File: config.mk
export PLATFORM = sky130hd
export DESIGN_NAME = pe_filter_sequencer_flat
export DESIGN_NICKNAME = d
export VERILOG_FILES = /design/src/rtl/pe_filter_sequencer_pkg.sv /design/src/rtl/pe_filter_sequencer_if.sv /design/src/rtl/pe_filter_sequencer_bounded_counter.sv /design/src/rtl/pe_filter_sequencer.sv /design/src/flat_wrapper.sv
export SDC_FILE = /design/constraint.sdc
export NUM_CORES = 1
export LEC_CHECK = 0
export CAP_MARGIN = 5
export CORE_ASPECT_RATIO = 0.75
export CORE_UTILIZATION = 65
export CTS_BUF_LIST = sky130_fd_sc_hd__clkbuf_8
export CTS_CLUSTER_SIZE = 8
export DETAILED_ROUTE_END_ITERATION = 8
export DONT_BUFFER_PORTS = 1
export PLACE_DENSITY = 0.8
export SYNTH_ARGS = -nofsm -noshare
export SYNTH_HDL_FRONTEND = slang
export SYNTH_SLANG_ARGS = --single-unit
File: constraint.sdc
create_clock -name clk -period 7.2 [get_ports clk]
set_input_delay 1.08 -clock clk [delete_from_list [all_inputs] [get_ports clk]]
set_output_delay 1.08 -clock clk [all_outputs]
set_load 0.02 [all_outputs]
File: src/rtl/pe_filter_sequencer_pkg.sv
// Shared widths, FSM state encoding and config helper for the PE filter sequencer.
package pe_filter_sequencer_pkg;

  // Width of filter_size/offset_cnt; max filter length is 2^ConfigBit-1 taps.
  localparam int unsigned ConfigBit = 5;
  // Width of num_filters and the filter index.
  localparam int unsigned FnumBit   = 4;
  // Width of num_windows and the window index.
  localparam int unsigned WnumBit   = 8;

  typedef enum logic [2:0] {
    StIdle    = 3'd0,
    StClear   = 3'd1,
    StWaitWin = 3'd2,
    StMac     = 3'd3,
    StEmit    = 3'd4,
    StDone    = 3'd5
  } state_e;

  // A job is only accepted when every config field is nonzero.
  function automatic logic cfg_valid(input logic [ConfigBit-1:0] fsize,
                                     input logic [FnumBit-1:0]   nfilt,
                                     input logic [WnumBit-1:0]   nwin);
    return (fsize != '0) && (nfilt != '0) && (nwin != '0);
  endfunction

endpackage

File: src/rtl/pe_filter_sequencer_if.sv
// Control/handshake bundle between the filter sequencer and its environment.
interface pe_filter_sequencer_if;
  import pe_filter_sequencer_pkg::*;

  // Job control and configuration
  logic                 start;
  logic [ConfigBit-1:0] cfg_fsize;
  logic [FnumBit-1:0]   cfg_nfilt;
  logic [WnumBit-1:0]   cfg_nwin;
  logic                 ifmap_valid;
  logic                 psum_ready;

  // Address generator drive
  logic [ConfigBit-1:0] filter_size;
  logic [ConfigBit-1:0] offset_cnt;
  logic                 en_filter;
  logic                 clear;

  // Datapath / downstream
  logic                 mac_en;
  logic                 psum_valid;
  logic                 psum_last;
  logic                 win_advance;
  logic                 busy;
  logic                 cfg_err;

  // Sequencer side
  modport master (
    input  start, cfg_fsize, cfg_nfilt, cfg_nwin, ifmap_valid, psum_ready,
    output filter_size, offset_cnt, en_filter, clear, mac_en, psum_valid, psum_last,
           win_advance, busy, cfg_err
  );

  // Environment side
  modport slave (
    output start, cfg_fsize, cfg_nfilt, cfg_nwin, ifmap_valid, psum_ready,
    input  filter_size, offset_cnt, en_filter, clear, mac_en, psum_valid, psum_last,
           win_advance, busy, cfg_err
  );

endinterface

File: src/rtl/pe_filter_sequencer_bounded_counter.sv
// Saturating up-counter with synchronous clear and a last flag at a runtime limit.
module pe_filter_sequencer_bounded_counter #(
  parameter int unsigned Width = 4
) (
  input  logic             clk_i,
  input  logic             rst_ni,
  input  logic             clr_i,
  input  logic             inc_i,
  input  logic [Width-1:0] limit_i,
  output logic [Width-1:0] cnt_o,
  output logic             last_o
);

  logic [Width-1:0] cnt_q, cnt_d;

  // Next count: clear wins; increments stop at the limit so the count never wraps.
  always_comb begin
    cnt_d = cnt_q;
    if (clr_i) begin
      cnt_d = '0;
    end else if (inc_i && !last_o) begin
      cnt_d = cnt_q + Width'(1);
    end
  end

  // Count register
  always_ff @(posedge clk_i or negedge rst_ni) begin
    if (!rst_ni) begin
      cnt_q <= '0;
    end else begin
      cnt_q <= cnt_d;
    end
  end

  assign cnt_o  = cnt_q;
  assign last_o = (cnt_q == limit_i);

endmodule

File: src/rtl/pe_filter_sequencer.sv
// Sequences tap offsets, filter advances and window slides so every filter in the
// spad is convolved with each ifmap window, emitting one psum per filter per window.
module pe_filter_sequencer
  import pe_filter_sequencer_pkg::*;
(
  input logic                   clk,
  input logic                   rstn,
  pe_filter_sequencer_if.master bus
);

  state_e state_q, state_d;

  logic [ConfigBit-1:0] fsize_q, fsize_d;
  logic [FnumBit-1:0]   nfilt_q, nfilt_d;
  logic [WnumBit-1:0]   nwin_q, nwin_d;
  logic                 cfg_err_q, cfg_err_d;

  logic                 off_clr, off_inc, off_last;
  logic                 fidx_clr, fidx_inc, fidx_last;
  logic                 widx_clr, widx_inc, widx_last;
  logic [ConfigBit-1:0] off_cnt;
  logic [FnumBit-1:0]   fidx_cnt;
  logic [WnumBit-1:0]   widx_cnt;

  logic clear_o, en_filter_o, win_advance_o, mac_en_o, psum_valid_o, psum_last_o, busy_o;

  // Tap offset within the current filter
  pe_filter_sequencer_bounded_counter #(
    .Width (ConfigBit)
  ) u_off_cnt (
    .clk_i   (clk),
    .rst_ni  (rstn),
    .clr_i   (off_clr),
    .inc_i   (off_inc),
    .limit_i (fsize_q - ConfigBit'(1)),
    .cnt_o   (off_cnt),
    .last_o  (off_last)
  );

  // Filter index within the current window
  pe_filter_sequencer_bounded_counter #(
    .Width (FnumBit)
  ) u_fidx_cnt (
    .clk_i   (clk),
    .rst_ni  (rstn),
    .clr_i   (fidx_clr),
    .inc_i   (fidx_inc),
    .limit_i (nfilt_q - FnumBit'(1)),
    .cnt_o   (fidx_cnt),
    .last_o  (fidx_last)
  );

  // Window index within the job
  pe_filter_sequencer_bounded_counter #(
    .Width (WnumBit)
  ) u_widx_cnt (
    .clk_i   (clk),
    .rst_ni  (rstn),
    .clr_i   (widx_clr),
    .inc_i   (widx_inc),
    .limit_i (nwin_q - WnumBit'(1)),
    .cnt_o   (widx_cnt),
    .last_o  (widx_last)
  );

  // Next-state, counter control and output decode
  always_comb begin
    state_d       = state_q;
    fsize_d       = fsize_q;
    nfilt_d       = nfilt_q;
    nwin_d        = nwin_q;
    cfg_err_d     = 1'b0;
    off_clr       = 1'b0;
    off_inc       = 1'b0;
    fidx_clr      = 1'b0;
    fidx_inc      = 1'b0;
    widx_clr      = 1'b0;
    widx_inc      = 1'b0;
    clear_o       = 1'b0;
    en_filter_o   = 1'b0;
    win_advance_o = 1'b0;
    mac_en_o      = 1'b0;
    psum_valid_o  = 1'b0;
    psum_last_o   = 1'b0;
    busy_o        = 1'b1;

    unique case (state_q)
      StIdle: begin
        busy_o = 1'b0;
        if (bus.start) begin
          if (cfg_valid(bus.cfg_fsize, bus.cfg_nfilt, bus.cfg_nwin)) begin
            fsize_d  = bus.cfg_fsize;
            nfilt_d  = bus.cfg_nfilt;
            nwin_d   = bus.cfg_nwin;
            off_clr  = 1'b1;
            fidx_clr = 1'b1;
            widx_clr = 1'b1;
            state_d  = StClear;
          end else begin
            cfg_err_d = 1'b1;
          end
        end
      end

      StClear: begin
        clear_o  = 1'b1;
        off_clr  = 1'b1;
        fidx_clr = 1'b1;
        state_d  = StWaitWin;
      end

      StWaitWin: begin
        if (bus.ifmap_valid) begin
          state_d = StMac;
        end
      end

      StMac: begin
        // The counter holds at fsize-1, so the EMIT offset is the last tap.
        mac_en_o = 1'b1;
        off_inc  = 1'b1;
        if (off_last) begin
          state_d = StEmit;
        end
      end

      StEmit: begin
        psum_valid_o = 1'b1;
        psum_last_o  = fidx_last && widx_last;
        if (bus.psum_ready) begin
          off_clr = 1'b1;
          if (!fidx_last) begin
            en_filter_o = 1'b1;
            fidx_inc    = 1'b1;
            state_d     = StMac;
          end else if (!widx_last) begin
            win_advance_o = 1'b1;
            clear_o       = 1'b1;
            fidx_clr      = 1'b1;
            widx_inc      = 1'b1;
            state_d       = StWaitWin;
          end else begin
            fidx_clr = 1'b1;
            widx_clr = 1'b1;
            state_d  = StDone;
          end
        end
      end

      StDone: begin
        // One idle-looking cycle before accepting a new start.
        busy_o   = 1'b0;
        off_clr  = 1'b1;
        fidx_clr = 1'b1;
        widx_clr = 1'b1;
        state_d  = StIdle;
      end

      default: begin
        busy_o  = 1'b0;
        state_d = StIdle;
      end
    endcase
  end

  // State, latched config and error pulse registers
  always_ff @(posedge clk or negedge rstn) begin
    if (!rstn) begin
      state_q   <= StIdle;
      fsize_q   <= '0;
      nfilt_q   <= '0;
      nwin_q    <= '0;
      cfg_err_q <= 1'b0;
    end else begin
      state_q   <= state_d;
      fsize_q   <= fsize_d;
      nfilt_q   <= nfilt_d;
      nwin_q    <= nwin_d;
      cfg_err_q <= cfg_err_d;
    end
  end

  assign bus.filter_size = fsize_q;
  assign bus.offset_cnt  = off_cnt;
  assign bus.en_filter   = en_filter_o;
  assign bus.clear       = clear_o;
  assign bus.mac_en      = mac_en_o;
  assign bus.psum_valid  = psum_valid_o;
  assign bus.psum_last   = psum_last_o;
  assign bus.win_advance = win_advance_o;
  assign bus.busy        = busy_o;
  assign bus.cfg_err     = cfg_err_q;

  // Indices only feed the last flags; their values are not exported.
  logic unused_idx;
  assign unused_idx = ^{fidx_cnt, widx_cnt};

endmodule

File: src/flat_wrapper.sv
// flat-port wrapper written by rule: the top's interface ports become plain ports
module pe_filter_sequencer_flat import pe_filter_sequencer_pkg::*;
  (clk, rstn, bus_start, bus_cfg_fsize, bus_cfg_nfilt, bus_cfg_nwin, bus_ifmap_valid, bus_psum_ready, bus_filter_size, bus_offset_cnt, bus_en_filter, bus_clear, bus_mac_en, bus_psum_valid, bus_psum_last, bus_win_advance, bus_busy, bus_cfg_err);
  pe_filter_sequencer_if bus_i ();
  input logic clk;
  input logic rstn;
  input wire logic [$bits(bus_i.start)-1:0] bus_start;
  input wire logic [$bits(bus_i.cfg_fsize)-1:0] bus_cfg_fsize;
  input wire logic [$bits(bus_i.cfg_nfilt)-1:0] bus_cfg_nfilt;
  input wire logic [$bits(bus_i.cfg_nwin)-1:0] bus_cfg_nwin;
  input wire logic [$bits(bus_i.ifmap_valid)-1:0] bus_ifmap_valid;
  input wire logic [$bits(bus_i.psum_ready)-1:0] bus_psum_ready;
  output wire logic [$bits(bus_i.filter_size)-1:0] bus_filter_size;
  output wire logic [$bits(bus_i.offset_cnt)-1:0] bus_offset_cnt;
  output wire logic [$bits(bus_i.en_filter)-1:0] bus_en_filter;
  output wire logic [$bits(bus_i.clear)-1:0] bus_clear;
  output wire logic [$bits(bus_i.mac_en)-1:0] bus_mac_en;
  output wire logic [$bits(bus_i.psum_valid)-1:0] bus_psum_valid;
  output wire logic [$bits(bus_i.psum_last)-1:0] bus_psum_last;
  output wire logic [$bits(bus_i.win_advance)-1:0] bus_win_advance;
  output wire logic [$bits(bus_i.busy)-1:0] bus_busy;
  output wire logic [$bits(bus_i.cfg_err)-1:0] bus_cfg_err;
  assign bus_i.start = bus_start;
  assign bus_i.cfg_fsize = bus_cfg_fsize;
  assign bus_i.cfg_nfilt = bus_cfg_nfilt;
  assign bus_i.cfg_nwin = bus_cfg_nwin;
  assign bus_i.ifmap_valid = bus_ifmap_valid;
  assign bus_i.psum_ready = bus_psum_ready;
  assign bus_filter_size = bus_i.filter_size;
  assign bus_offset_cnt = bus_i.offset_cnt;
  assign bus_en_filter = bus_i.en_filter;
  assign bus_clear = bus_i.clear;
  assign bus_mac_en = bus_i.mac_en;
  assign bus_psum_valid = bus_i.psum_valid;
  assign bus_psum_last = bus_i.psum_last;
  assign bus_win_advance = bus_i.win_advance;
  assign bus_busy = bus_i.busy;
  assign bus_cfg_err = bus_i.cfg_err;
  pe_filter_sequencer u_core (.clk(clk), .rstn(rstn), .bus(bus_i));
endmodule
==> reports/metrics.yaml <==
finish:
  drive_above_1_share_pct: 12.2
  area_delta_synth_final_pct: 3.31
  fin_area_um2: 2420
  layout_common_cells: "dfrtp_1, nor2_1, xnor2_1, nand2_1, inv_1"
  fin_nets: 265
  antenna_cells: 0
  fillers: 263
  final_common_cell: "dfrtp_1"
synth:
  syn_inst: 239
  yosysWarnings: 0
  synth-seq-area-share_pct: 40.5
  synth-edff-count: 0
  synthFlopType: "dfrtp_1"
  async_flop_share_pct: 100
  ys_types: 58
  synth-seq-cells: 38
  yosys.area.top_type: "dfrtp_1"
  netlist_top_cells_area: "dfrtp_1, xnor2_1, mux2_2"
  synthDominantCellAreaShare_pct: 40.5
  syn-cell-area_um2: 2350
  syn_avg_cell_area_um2: 9.82
  syn_nets: 267
placed_design:
  numPortBuffers: 0
  pre_cts_ws_ns: 3.76
  gp_congestion: 0.961
  place_area_um2: 2350
  hpwl_mm: 3.82
status:
  violations: "DRC"
  status: "finished, violations left"
cts:
  post_cts_buffers: 0
  clk_latency_ns: 0.29
  cts_buffer_depth: 2
  cts_max_level: 2
  path_clk_slew_ns: 0.08
  numCtsBuffers: 5
  cts_resized: 0
  clock_sinks: 38
  cts_hold_buf: 0
  cts_tree: "yes"
  cts-root-buf: "clkbuf_8"
die:
  core_area_um2: 3380
  die_area_um2: 3860
  boundaryPins: 40
  initial_core_util_pct: 69.5
  rows: 18
  die_w_um: 71.4
  die_h_um: 54.0
setup_path:
  cp.arrival_ns: 2.67
  crit_path_end_kind: "output port"
  cp_num_buf_inv: 1
  start_kind: "flop"
  path_max_fanout: 8
  critPathTopFamily: "compound AO/OA/AOI/OAI gates"
  critPathKind: "flop to output port"
  path_cells: "inv_1 -> ha_1 -> or3b_2 -> nor4_1 -> o2111ai_1 -> a211o_4 -> nand3_4 -> o21ai_0"
  max_stage_delay_ns: 0.48
  required_ns: 6.12
  cpMaxStageDelayCell: "or3b_2"
timing:
  setup_tns_ns: 0
  hold_viol_final: 0
  min_period_ns: 3.75
  slew_headroom_pct: 31.7
  drv_slew: 0
  setup_ws_ns: 3.45
  fmax_mhz: 266
  setup_viol: 0
  rsz0062_at_grt: "no"
  skew_ns: 0.00818
  tightest_slew_ns: 1.02
  fin_crit_sh_pct: 52.1
grt:
  grt_max_degree: 39
  gr-usage-all-layers_pct: 29.4
  antenna_found_initial: 0
  grt_pass1_wl_mm: 8.28
  grt_pass1_vias: 1706
  overflow: 0
route:
  vias_per_cell: 6.69
  dr.pass1.iters: 6
  drc: 3
  via_count: 1854
  first_iter_violations: 134
  wirelength_mm: 5.08
  detail-route-antenna-nets: 0
  wire_per_inst_um: 18.3
power:
  p_per_area_nw_per_um2: 392
  ir_worst_vdd_v: 0.000221
  power_leakage_nw: 1.00
  power_uw: 950
flow_run:
  drv_cap: 0
worst_hold_path:
  hold_class: "primary input to async pin"
-- synthesized netlist by cell type (2+ instances only) --
cell / n
or3b_2: 2
nor2_1: 18
xnor2_1: 17
buf_4: 2
a211oi_1: 2
and2_1: 4
and3_1: 2
a32oi_1: 6
clkbuf_1: 4
nor3b_1: 3
a31oi_1: 3
nor2b_1: 3
o21ai_0: 11
nand2_1: 15
nor3_1: 7
ha_1: 6
mux2_2: 10
o31ai_1: 8
nor4_1: 4
dfrtp_1: 38
xor2_1: 5
inv_1: 13
o211ai_1: 4
a22o_1: 3
nand3_1: 8
nand2b_1: 6
a21oi_1: 4
-- registers in the layout, indices dropped and copies added (netlist names) --
register / flops
u_core.u_fidx_cnt.cnt_o: 4
u_core.nwin_q: 8
u_core.nfilt_q: 4
u_core.u_off_cnt.cnt_o: 5
u_core.state_q: 3
u_core.u_widx_cnt.cnt_o: 8
u_core.bus.filter_size: 5
u_core.bus.cfg_err: 1
-- power breakdown --
| group | leakage [nW] | total [mW] | internal [mW] | switching, mW |
|---|---|---|---|---|
| logic | 0.468 | 0.403 | 0.181 | 0.222 |
| registers | 0.490 | 0.409 | 0.280 | 0.128 |
| clock network | 0.0438 | 0.138 | 0.0650 | 0.0732 |
-- final cells by class --
cell class	count	area (µm²)	area share, %
multi-input cells	178	1290	53.2
flip-flops and latches	38	951	39.2
clock buffers	5	68.8	2.84
inverters	14	55.1	2.27
clock inverters	2	10.0	0.413
well taps	40	50.0	2.06
-- layer usage --
layer | global-route usage, % | part of all wire (%) | vias up
met3 | 8.99 | 7.2 | 11
li1 | - | - | 867
met1 | 42.2 | 48 | 898
met4 | 8.33 | 1.2 | 0
met5 | 0 | 0 | -
met2 | 43.0 | 43 | 78
-- cells by family after synthesis --
group           after synthesis  share of synthesized area, %
compound gates               55                          17.5
buf+inv                      23                          4.53
mux                          11                          5.22
fa+ha+maj                     6                          3.20
simple gates                 84                          20.8
xor+xnor                     22                          8.21
flops                        38                          40.5
-- final timing paths --
path | from | end | slack (ns) | depth (start not counted)
worst max register to register | u_core.state_q[1] | u_core.u_widx_cnt.cnt_o[6] | 4.44 | 6
min in group clk | u_core.u_fidx_cnt.cnt_o[0] | u_core.u_fidx_cnt.cnt_o[0] | 0.55 | 1
max in group asynchronous | rstn | u_core.bus.filter_size[3] | 6.64 | 0
worst min register to register | u_core.u_fidx_cnt.cnt_o[0] | u_core.u_fidx_cnt.cnt_o[0] | 0.55 | 1
worst min-delay path | rstn | u_core.u_widx_cnt.cnt_o[7] | 0.48 | 0
worst max-delay path | u_core.nwin_q[0] | bus_clear | 3.45 | 8
-- through the flow --
step                utilization [%]  hold WS (ns)  instances
floorplan                         -         0.486        239
global placement               69.4         0.536        270
detailed placement             69.4         0.537        270
CTS                            71.8         0.469        277
global route                   71.8         0.459        277
finish                         71.8         0.475        277
Note: power is estimated with default switching activity, not from simulation.
